## src/rtl/vsim_pkg.sv

```systemverilog
// Shared types and defaults for the vsim_send message framer.
package vsim_pkg;

  localparam int VSIM_DEPTH_DEFAULT = 8;

  typedef enum logic [1:0] {
    IDLE   = 2'd0,
    HEADER = 2'd1,
    BODY   = 2'd2
  } vsim_state_e;

endpackage

```

## src/rtl/vsim_fifo.sv

```systemverilog
// Synchronous FIFO with registered full/empty flags; pointers carry an extra
// wrap bit so full and empty are told apart without a separate counter.
module vsim_fifo #(
  parameter int WIDTH = 8,
  parameter int DEPTH = 8
) (
  input  logic                   clk,
  input  logic                   rst,
  input  logic                   push,
  input  logic                   pop,
  input  logic [WIDTH-1:0]       wdata,
  output logic [WIDTH-1:0]       rdata,
  output logic                   full,
  output logic                   empty,
  output logic [$clog2(DEPTH):0] count
);

  localparam int AW = $clog2(DEPTH);

  logic [AW:0]      wptr_q, wptr_d;
  logic [AW:0]      rptr_q, rptr_d;
  logic             full_q, full_d;
  logic             empty_q, empty_d;
  logic             wr_en, rd_en;
  logic [WIDTH-1:0] mem_q [DEPTH];

  always_comb begin
    wr_en   = push && !full_q;
    rd_en   = pop && !empty_q;
    wptr_d  = wr_en ? wptr_q + (AW+1)'(1) : wptr_q;
    rptr_d  = rd_en ? rptr_q + (AW+1)'(1) : rptr_q;
    empty_d = (wptr_d == rptr_d);
    full_d  = (wptr_d[AW] != rptr_d[AW]) && (wptr_d[AW-1:0] == rptr_d[AW-1:0]);
  end

  always_ff @(posedge clk) begin
    if (rst) begin
      wptr_q  <= '0;
      rptr_q  <= '0;
      full_q  <= 1'b0;
      empty_q <= 1'b1;
    end else begin
      wptr_q  <= wptr_d;
      rptr_q  <= rptr_d;
      full_q  <= full_d;
      empty_q <= empty_d;
    end
  end

  // Storage is not reset; consumers only look at rdata while non-empty.
  always_ff @(posedge clk) begin
    if (wr_en) mem_q[wptr_q[AW-1:0]] <= wdata;
  end

  assign rdata = mem_q[rptr_q[AW-1:0]];
  assign full  = full_q;
  assign empty = empty_q;
  assign count = wptr_q - rptr_q;

endmodule

```

## src/rtl/vsim_send.sv

```systemverilog
// Frames inbound beats into length-prefixed messages for the host; a message
// is only presented once its final beat (or the depth-th beat) is stored.
//
// state  | meaning
// IDLE   | no complete message queued, host_valid low
// HEADER | presenting message length beat
// BODY   | presenting payload beats, remaining count in rem_q
module vsim_send
  import vsim_pkg::*;
#(
  parameter int width = 32,
  parameter int depth = VSIM_DEPTH_DEFAULT
) (
  input  logic             CLK,
  input  logic             RST,
  input  logic             enq__ENA,
  input  logic [width-1:0] enq_v,
  input  logic             enq_last,
  output logic             enq__RDY,
  output logic             host_valid,
  input  logic             host_ready,
  output logic [width-1:0] host_data,
  output logic             host_last,
  output logic             err_overlen
);

  localparam int LW = $clog2(depth) + 1;

  vsim_state_e     state_q;
  logic [LW-1:0]   rem_q;
  logic [LW-1:0]   cnt_q, cnt_d;
  logic            err_q, err_d;

  logic            enq_fire, beat_last;
  logic            data_full, data_empty, data_pop;
  logic            len_full, len_empty, len_push, len_pop, len_more;
  logic [width:0]  data_rdata;
  logic [LW-1:0]   len_rdata, len_wdata, len_count, data_count;
  logic            data_count_unused;

  assign enq__RDY = !data_full && !len_full;

  always_comb begin
    enq_fire  = enq__ENA && enq__RDY;
    // The depth-th beat closes the message even without enq_last.
    beat_last = enq_last || (cnt_q == LW'(depth - 1));
    cnt_d     = cnt_q;
    if (enq_fire) cnt_d = beat_last ? '0 : cnt_q + LW'(1);
    err_d     = err_q || (enq_fire && !enq_last && beat_last);
    len_push  = enq_fire && beat_last;
    len_wdata = cnt_q + LW'(1);
    data_pop  = (state_q == BODY) && host_ready && !data_empty;
    len_pop   = data_pop && data_rdata[width];
    len_more  = (len_count > LW'(1));
  end

  always_ff @(posedge CLK) begin
    if (RST) begin
      cnt_q <= '0;
      err_q <= 1'b0;
    end else begin
      cnt_q <= cnt_d;
      err_q <= err_d;
    end
  end

  always_ff @(posedge CLK) begin
    if (RST) begin
      state_q <= IDLE;
      rem_q   <= '0;
    end else begin
      case (state_q)
        IDLE: begin
          if (!len_empty) state_q <= HEADER;
        end
        HEADER: begin
          if (host_ready) begin
            state_q <= BODY;
            rem_q   <= len_rdata;
          end
        end
        BODY: begin
          if (data_pop) begin
            rem_q <= rem_q - LW'(1);
            // Only lengths already queued behind the current one count, so a
            // length arriving this cycle still takes the IDLE path.
            if (rem_q == LW'(1)) state_q <= len_more ? HEADER : IDLE;
          end
        end
        default: state_q <= IDLE;
      endcase
    end
  end

  always_comb begin
    host_data = '0;
    case (state_q)
      HEADER:  host_data = width'(len_rdata);
      BODY:    host_data = data_rdata[width-1:0];
      default: host_data = '0;
    endcase
  end

  assign host_valid  = (state_q != IDLE);
  assign host_last   = (state_q == BODY) && (rem_q == LW'(1));
  assign err_overlen = err_q;

  vsim_fifo #(
    .WIDTH(width + 1),
    .DEPTH(depth)
  ) u_data_fifo (
    .clk  (CLK),
    .rst  (RST),
    .push (enq_fire),
    .pop  (data_pop),
    .wdata({beat_last, enq_v}),
    .rdata(data_rdata),
    .full (data_full),
    .empty(data_empty),
    .count(data_count)
  );

  vsim_fifo #(
    .WIDTH(LW),
    .DEPTH(depth)
  ) u_len_fifo (
    .clk  (CLK),
    .rst  (RST),
    .push (len_push),
    .pop  (len_pop),
    .wdata(len_wdata),
    .rdata(len_rdata),
    .full (len_full),
    .empty(len_empty),
    .count(len_count)
  );

  assign data_count_unused = ^data_count;

endmodule

```

## config.mk

```make
export PLATFORM = sky130hd
export DESIGN_NAME = vsim_send
export DESIGN_NICKNAME = d
export VERILOG_FILES = /design/src/rtl/vsim_pkg.sv /design/src/rtl/vsim_fifo.sv /design/src/rtl/vsim_send.sv
export SDC_FILE = /design/constraint.sdc
export NUM_CORES = 1
export LEC_CHECK = 0
export BUFFER_PORTS_ARGS = -buffer_cell sky130_fd_sc_hd__buf_2
export CAP_MARGIN = 30
export CORE_ASPECT_RATIO = 0.8
export CORE_UTILIZATION = 35
export DETAILED_ROUTE_END_ITERATION = 10
export HOLD_SLACK_MARGIN = 0.03
export SETUP_SLACK_MARGIN = 0.4
export SYNTH_ARGS = -nofsm -noshare
export SYNTH_HDL_FRONTEND = slang
export SYNTH_SLANG_ARGS = --single-unit
```

## constraint.sdc

```tcl
create_clock -name CLK -period 8.73 [get_ports CLK]
set_input_delay 1.3095 -clock CLK [delete_from_list [all_inputs] [get_ports CLK]]
set_output_delay 1.3095 -clock CLK [all_outputs]
set_load 0.1 [all_outputs]
```

Word level (Yosys, flattened, before mapping) --
Memories as Yosys holds them, arrays and structs flattened. A register that Yosys moved wholly into a read port is not among the register bits. Index checks and enable logic that the tools add are counted.
Storage, ports and cells: register bits 31, bits in latches 0, bits in writable memories 296, ROM bits 0, input port bits 37, memories kept 2
Cells by class: add/subtract/negate cells 7, $mul 0, divide/modulo/power cells 0, magnitude comparators 1, equal/unequal tests 14, shift-type cells 0, multiplexer cells 21, bitwise operators 0, reduce and logical (&&, ||, !) cells 27
Memories:
- u_data_fifo.mem_q | words 8, width 33, read ports 1, clocked after memory_dff 1, write ports 1, line vsim_fifo.sv:25 | logic [WIDTH-1:0] mem_q [DEPTH];
- u_len_fifo.mem_q | words 8, width 4, read ports 1, clocked after memory_dff 1, write ports 1, line vsim_fifo.sv:25
Operators by type and width (count):
- $pmux 32 s2 | 1
- $mux 4 | 7
- $add 4x1->4 const B | 5
- $logic_and 1x1->1 | 15
- $eq 4x4->1 | 2
- $mux 2 | 4
- $pmux 4 s2 | 1
- $eq 3x3->1 | 2
- $mux 3 | 2
- $pmux 2 s3 | 1
- $logic_not 1->1 | 5
- $mux 1 | 5
- $eq 4x1->1 const B | 1
- $eq 4x3->1 const B | 1
- $gt 4x1->1 const B | 1
- $ne 2x1->1 const B | 2
- $ne 2x2->1 const B | 2
- $reduce_and 4->1 | 1
- $reduce_bool 2->1 | 2
- $sub 4x1->4 const B | 1
- $sub 4x4->4 | 1
- $reduce_and 3->1 | 1
- $eq 2x1->1 const B | 1
- $eq 2x2->1 const B | 1
- other kinds (3) | 5

Longest topological paths before layout --
Gate-level depths: netlist of the first run.
depth in word-level cells 8, gate-level depth with buffers 11, gate-level depth less buffers 10

By module --
Synthesis of the first run repeated with hierarchy kept, for this count alone.
Unflattened totals: cell total of the unflattened synthesis 779, area, all modules 13394.1 µm²
By module, submodules not included:
- vsim_fifo (u_data_fifo) | instances 1, cells each 522, area an instance 10563.9 µm², sequential area each 8127.8 µm²
- vsim_fifo (u_len_fifo) | instances 1, cells each 124, area an instance 1825.5 µm², sequential area each 1161.1 µm²
- vsim_send | instances 1, cells each 133, area an instance 1004.7 µm², sequential area each 220.2 µm²

Worst setup path before layout of the first run --
Ideal clock, no wire load.
path kind reg-to-reg, from register u_len_fifo.full_q (netlist: u_len_fifo.full), to memory u_data_fifo.mem_q[0][0] (netlist bit), enable pin, library setup time 507 ps, data arrival time 5297 ps, required time 8223 ps, slack 2926 ps, cell stages (with the launch flop) 4, buffers on the path 0, period minus slack after synthesis 5804 ps, cells stage by stage dfxtp_1 > nor2_1 > nand2_1 > nor4_1
On the way: longest elaborated chain between the ends 6
RTL lines:
- start, declared | line vsim_fifo.sv:22 | logic full_q, full_d;
- start signal, assigned | line vsim_fifo.sv:45 | full_q <= full_d;
- $logic_not 1->1 | line vsim_send.sv:41 | assign enq__RDY = !data_full && !len_full;
- $logic_and 1x1->1 | line vsim_send.sv:41
- net enq__RDY | line vsim_send.sv:19 | output logic enq__RDY,
- $logic_and 1x1->1 | line vsim_send.sv:44 | enq_fire = enq__ENA && enq__RDY;
- $logic_and 1x1->1 | line vsim_fifo.sv:28 | wr_en = push && !full_q;
- $mux 1 | line vsim_fifo.sv:52 | if (wr_en) mem_q[wptr_q[AW-1:0]] <= wdata;
- $mux 1 (implied by the code) | line vsim_fifo.sv:52
- end, declared | line vsim_fifo.sv:25
The timed path passes the listed nets, and every way through them passes these cells.

==> results of run 1 <==
-- cell families (layout without fill, tap and decap cells) --
kind of cell	after synthesis	in the layout	share of synthesized area, %
AND/OR/NAND/NOR	171	171	5.94
flip-flops	327	327	72.7
XOR/XNOR	26	26	2.01
buffers and inverters	48	164	1.55
AO/OA/AOI/OAI	65	65	2.97
multiplexers	83	83	13.3
other	0	2	0
adder cells (fa/ha/maj)	16	16	1.59
-- final cells by class --
cell class | count | share of cell area (%)
clock buffer | 43 | 6.05
clock inverter | 19 | 0.933
timing repair buffer | 87 | 3.25
inverter | 15 | 0.372
tap | 480 | 3.96
multi-input combinational | 361 | 22.6
sequential | 327 | 62.8
antenna | 2 | 0.0330
-- worst max-delay path, stage by stage, from the launching register on --
cell	delay [ns]
dfxtp_4	0.79
buf_4	0.73
mux4_2	0.36
nand2_1	0.05
a21oi_1	0.28
buf_2	0.49
-- report_power, final --
part | internal [W] | switching (W) | leakage, nW | total [W]
clock network | 0.000779 | 0.000580 | 0.520 | 0.00136
logic | 0.0000969 | 0.000208 | 1.54 | 0.000305
registers | 0.00175 | 0.0000243 | 2.94 | 0.00178
total | 0.00263 | 0.000812 | 5.00 | 0.00344
-- flip-flops by register name, summed over array words and instances, names as in the netlist, 4 cells and up --
signal / cells
rem_q: 4
u_len_fifo.mem_q: 32
u_len_fifo.rptr_q: 4
u_len_fifo.wptr_q: 4
u_data_fifo.mem_q: 264
u_data_fifo.rptr_q: 4
u_data_fifo.wptr_q: 4
cnt_q: 4
-- worst min path at each step --
stage | startpoint | end | slack (ns)
after global placement | err_overlen$_SDFF_PP0_ | err_overlen$_SDFF_PP0_ | 0.47
after floorplan | rem_q[3]$_SDFFE_PP0P_ | rem_q[3]$_SDFFE_PP0P_ | 0.46
after global routing | err_overlen$_SDFF_PP0_ | err_overlen$_SDFF_PP0_ | 0.53
final | err_overlen$_SDFF_PP0_ | err_overlen$_SDFF_PP0_ | 0.49
after detailed placement | err_overlen$_SDFF_PP0_ | err_overlen$_SDFF_PP0_ | 0.48
after CTS | err_overlen$_SDFF_PP0_ | err_overlen$_SDFF_PP0_ | 0.50
-- through the flow --
step                      hold slack, ns  worst slack (ns)
after floorplan                    0.462              2.93
after global placement             0.467              4.60
after detailed placement           0.479              4.65
after CTS                          0.503              4.10
after global routing               0.533              3.93
final                              0.491              4.19
-- routing by layer --
layer	part of all wire, %	GRT usage [%]	vias to the layer above
met5	0.046	0	-
met4	1.4	3.47	2
met3	5.0	2.65	38
met2	45	21.6	130
met1	49	20.9	3374
li1	-	-	3053
-- placed cells by master (no fill, tap or decap), drive strengths merged, types with 3 or more instances in the layout --
master | synthesis | routed
xnor2 | 16 | 16
nor2b | 7 | 7
dfxtp | 31 | 31
o21ai | 5 | 5
mux2i | 8 | 8
edfxtp | 296 | 296
nand3 | 3 | 3
nor3 | 11 | 11
mux4 | 72 | 72
a21oi | 44 | 44
mux2 | 3 | 3
nor2 | 41 | 41
ha | 15 | 15
nand2b | 8 | 8
buf | 18 | 87
nor4 | 3 | 3
clkbuf | 15 | 43
nand2 | 85 | 85
xor2 | 8 | 8
or3 | 3 | 3
inv | 15 | 15
clkinv | 0 | 17
==> impl_metrics.ini, run 1 <==
[sta]
worstMarginPinSlew_ns = 0.934
grt_setup_unrepaired = no
slew_violations = 0
layout_min_cycle_time_ns = 4.54
timing.final.crit_share_pct = 52.0
fmaxAchievable_mhz = 220
hold_viol_final = 0
slew_headroom_pct = 37.2
fin_worst_skew_ns = 0.0206
timing.setup.tns_ns = 0
setup_viol = 0

[detailed_routing]
vias = 6597
routed_via_density = 4.95
first_iter_violations = 456
drc_errors = 0
first_pass_iters = 5
wl_per_cell_um = 19.6
antenna_left = 0
wl_um = 26100

[cts]
clk_pin_slew_ns = 0.06
numCtsBuffers = 34
cts_tree = yes
holdBufCountCts = 0
cts.htree.levels = 2
root_buffer = clkbuf_16
clock_path_buffers = 3
cts_sinks = 327
clk_latency_ns = 0.51
postCtsSetupBuffers = 0
cts_repair_resize_count = 0

[status]
outcome = finished, final reports clean

[final_layout]
fin_nets = 879
seq_area_mm2 = 0.00952
design_area_mm2 = 0.0152
drive_above_1_share_pct = 27.1
final_cells = 1334
multi_input_area_mm2 = 0.00342
syn2layout_area_growth_pct = 15.8
fill_cells = 3240
final_util_pct = 41.6

[floorplanning]
io-pin-count = 73
die_w_um = 218
rows = 62
dieArea_mm2 = 0.0382
fp.dieH_um = 175
core-area_mm2 = 0.0364
start_util_pct = 36.0

[logic_synthesis]
seq_area_frac_synth_pct = 72.7
synth_cells = 736
synth.most_common_cell = edfxtp_1
synthArstFlopShare_pct = 0
synth.avg_cell_area_um2 = 17.8
synth_top_area_share_pct = 67.9
synth_common_cells = edfxtp_1 (296), nand2_1 (85), mux4_2 (72), a21oi_1 (44), nor2_1 (41)
synth_area_leader_cell = edfxtp_1
ys.flop_type = edfxtp_1
synthesis.nets = 789
synth_area_mm2 = 0.0131
ys_types = 53
ys_ff_latch = 327
synth_edf_count = 296
yosys_warnings = 0
synth.area.top_cells = edfxtp_1 (68%), mux4_2 (12%), dfxtp_1 (4.7%)

[global_route]
grt_pass1_vias = 6739
grt_overflow = 0
grt_antenna_before_repair = 3
grt_pass1_wl_um = 40800
grt_util_all_layers_pct = 14.2
grt_start_max_net_pins = 55

[critical_path]
critPathArrivalTime_ns = 3.23
crit_fanout = 39
cp-endpoint = host_data[16]
worstReg2RegEnd = u_len_fifo.full$_SDFF_PP0_
cp-end-kind = output port
reg2reg_from = u_data_fifo.rptr_q[0]$_SDFF_PP0_
cp-startpoint = u_data_fifo.rptr_q[0]$_SDFF_PP0_
required_ns = 7.42
critPathKind = register to output port
r2r_slack_ns = 5.61
reg2regPathDepth = 7
start_kind = register

[power_and_ir_drop]
power.density_mw_per_mm2 = 227
p_leak_nw = 5.00
peakVddDrop_uv = 167
p_total_w = 0.00344

[hold_path]
holdPathStages = 2
min-delay-path-class = register to register

[run]
max_cap_violations = 0

[placed_design]
dp.cells = 1270
dpl_cell_area_mm2 = 0.0141
io_buffers = 72
place.gp.congestion = 0.749
dp_hpwl_um = 14900
Power figures use the tool's default switching activity.
==> inputs of run 2 (changes only) <==
==> constraint.sdc (replaced) <==
create_clock -name CLK -period 3.8 [get_ports CLK]
set_input_delay 0.57 -clock CLK [delete_from_list [all_inputs] [get_ports CLK]]
set_output_delay 0.57 -clock CLK [all_outputs]
set_load 0.1 [all_outputs]
==> impl_metrics.ini, run 2 (same netlist as run 1, synthesis figures left out) <==
[status]
outcome = finished, final reports clean

[critical_path]
critPathArrivalTime_ns = 2.63
critPathKind = register to output port
crit_fanout = 20
start_kind = register
cp-startpoint = u_data_fifo.rptr_q[0]$_SDFF_PP0_
reg2reg_from = u_data_fifo.rptr_q[0]$_SDFF_PP0_
required_ns = 3.23
cp-end-kind = output port

[final_layout]
drive_above_1_share_pct = 29.9
largest_register_ffs = 264
multi_input_area_mm2 = 0.00352
seq_area_mm2 = 0.00952
syn2layout_area_growth_pct = 17.5
final_cell_mix = edfxtp_1 (296), nand2_1 (85), buf_2 (73), mux4_2 (72), nor2_1 (37)
final_common_cell = edfxtp_1
fill_cells = 3175
final_util_pct = 42.2
design_area_mm2 = 0.0154
fin_nets = 884

[global_route]
grt_util_all_layers_pct = 14.6
grt_pass1_vias = 6802
grt_antenna_before_repair = 4
grt_start_max_net_pins = 37
grt_overflow = 0
grt_pass1_wl_um = 41600

[detailed_routing]
first_pass_iters = 5
wl_per_cell_um = 20.3
antenna_left = 0
first_iter_violations = 456
wl_um = 27200
drc_errors = 0
vias = 6654
routed_via_density = 4.98

[floorplanning]
core-area_mm2 = 0.0364
die_w_um = 218
rows = 62
io-pin-count = 73
start_util_pct = 36.0
fp.dieH_um = 175
dieArea_mm2 = 0.0382

[placed_design]
place.gp.congestion = 0.764
io_buffers = 72
dp_hpwl_um = 15300
dpl_cell_area_mm2 = 0.0142

[sta]
grt_setup_unrepaired = no
hold_viol_final = 0
timing.setup.tns_ns = 0
timing.hold.ws_ns = 0.330
timing.final.crit_share_pct = 84.1
setup_viol = 0
worstMarginPinSlew_ns = 0.796
fmaxAchievable_mhz = 313
fin_worst_skew_ns = 0.00377
slew_headroom_pct = 46.5
layout_min_cycle_time_ns = 3.20
slew_violations = 0

[cts]
root_buffer = clkbuf_16
numCtsBuffers = 34
cts_repair_resize_count = 0
clock_path_buffers = 3
cts_tree = yes
postCtsSetupBuffers = 0
cts.htree.levels = 2
clk_latency_ns = 0.50
cts_sinks = 327
clk_pin_slew_ns = 0.06
holdBufCountCts = 0

[hold_path]
hp-start = enq_v[5]
min-delay-path-class = input pin to register

[run]
max_cap_violations = 0

[power_and_ir_drop]
peakVddDrop_uv = 501
power.density_mw_per_mm2 = 532
p_leak_nw = 5.06
run 2: path summary, 6_finish.rpt:
kind / end / slack (ns) / cells after the start
worst min register to register: err_overlen$_SDFF_PP0_ / 0.50 / 2
worst max-delay path: host_data[10] / 0.60 / 6
worst min-delay path: u_data_fifo.mem_q[1][5]$_DFFE_PP_ / 0.33 / 1
worst max register to register: u_len_fifo.empty$_SDFF_PP1_ / 1.21 / 8
run 2: worst max-delay path, cell delays in order (launching register included):
cell and delay [ns]:
dfxtp_4 0.59, buf_12 0.26, buf_12 0.23, mux4_2 0.53
nand2_1 0.08, a21oi_1 0.09, buf_2 0.33
run 2: metal layers:
metal / part of all wire, % / vias to the layer above / global-route usage, %
met5: 0.15 / - / 0
met4: 1.6 / 6 / 3.70
met3: 5.4 / 42 / 3.06
met2: 45 / 148 / 21.7
met1: 48 / 3401 / 21.9
li1: - / 3057 / -
run 2: power by group:
| part | internal, W | leakage [nW] | switching (W) |
|---|---|---|---|
| logic | 0.000226 | 1.56 | 0.000488 |
| clock network | 0.00203 | 0.558 | 0.00136 |
| registers | 0.00403 | 2.94 | 0.0000542 |
| total | 0.00628 | 5.06 | 0.00190 |
run 2: final cells by class:
class                           instances  share of cell area (%)
Inverter                               15                   0.366
Tap cell                              480                    3.91
Antenna cell                            1                  0.0163
Timing Repair Buffer                   92                    3.47
Sequential cell                       327                    61.9
Multi-Input combinational cell        361                    22.9
Clock buffer                           37                    5.75
Clock inverter                         24                    1.67
run 2: metrics by stage:
step	setup slack [ns]	power (W)	cells
after floorplan	0.339	0.00467	736
after global placement	1.07	0.00487	1274
after detailed placement	1.07	0.00487	1275
after CTS	0.500	0.00827	1336
after global routing	0.420	0.00848	1336
final	0.603	0.00818	1337
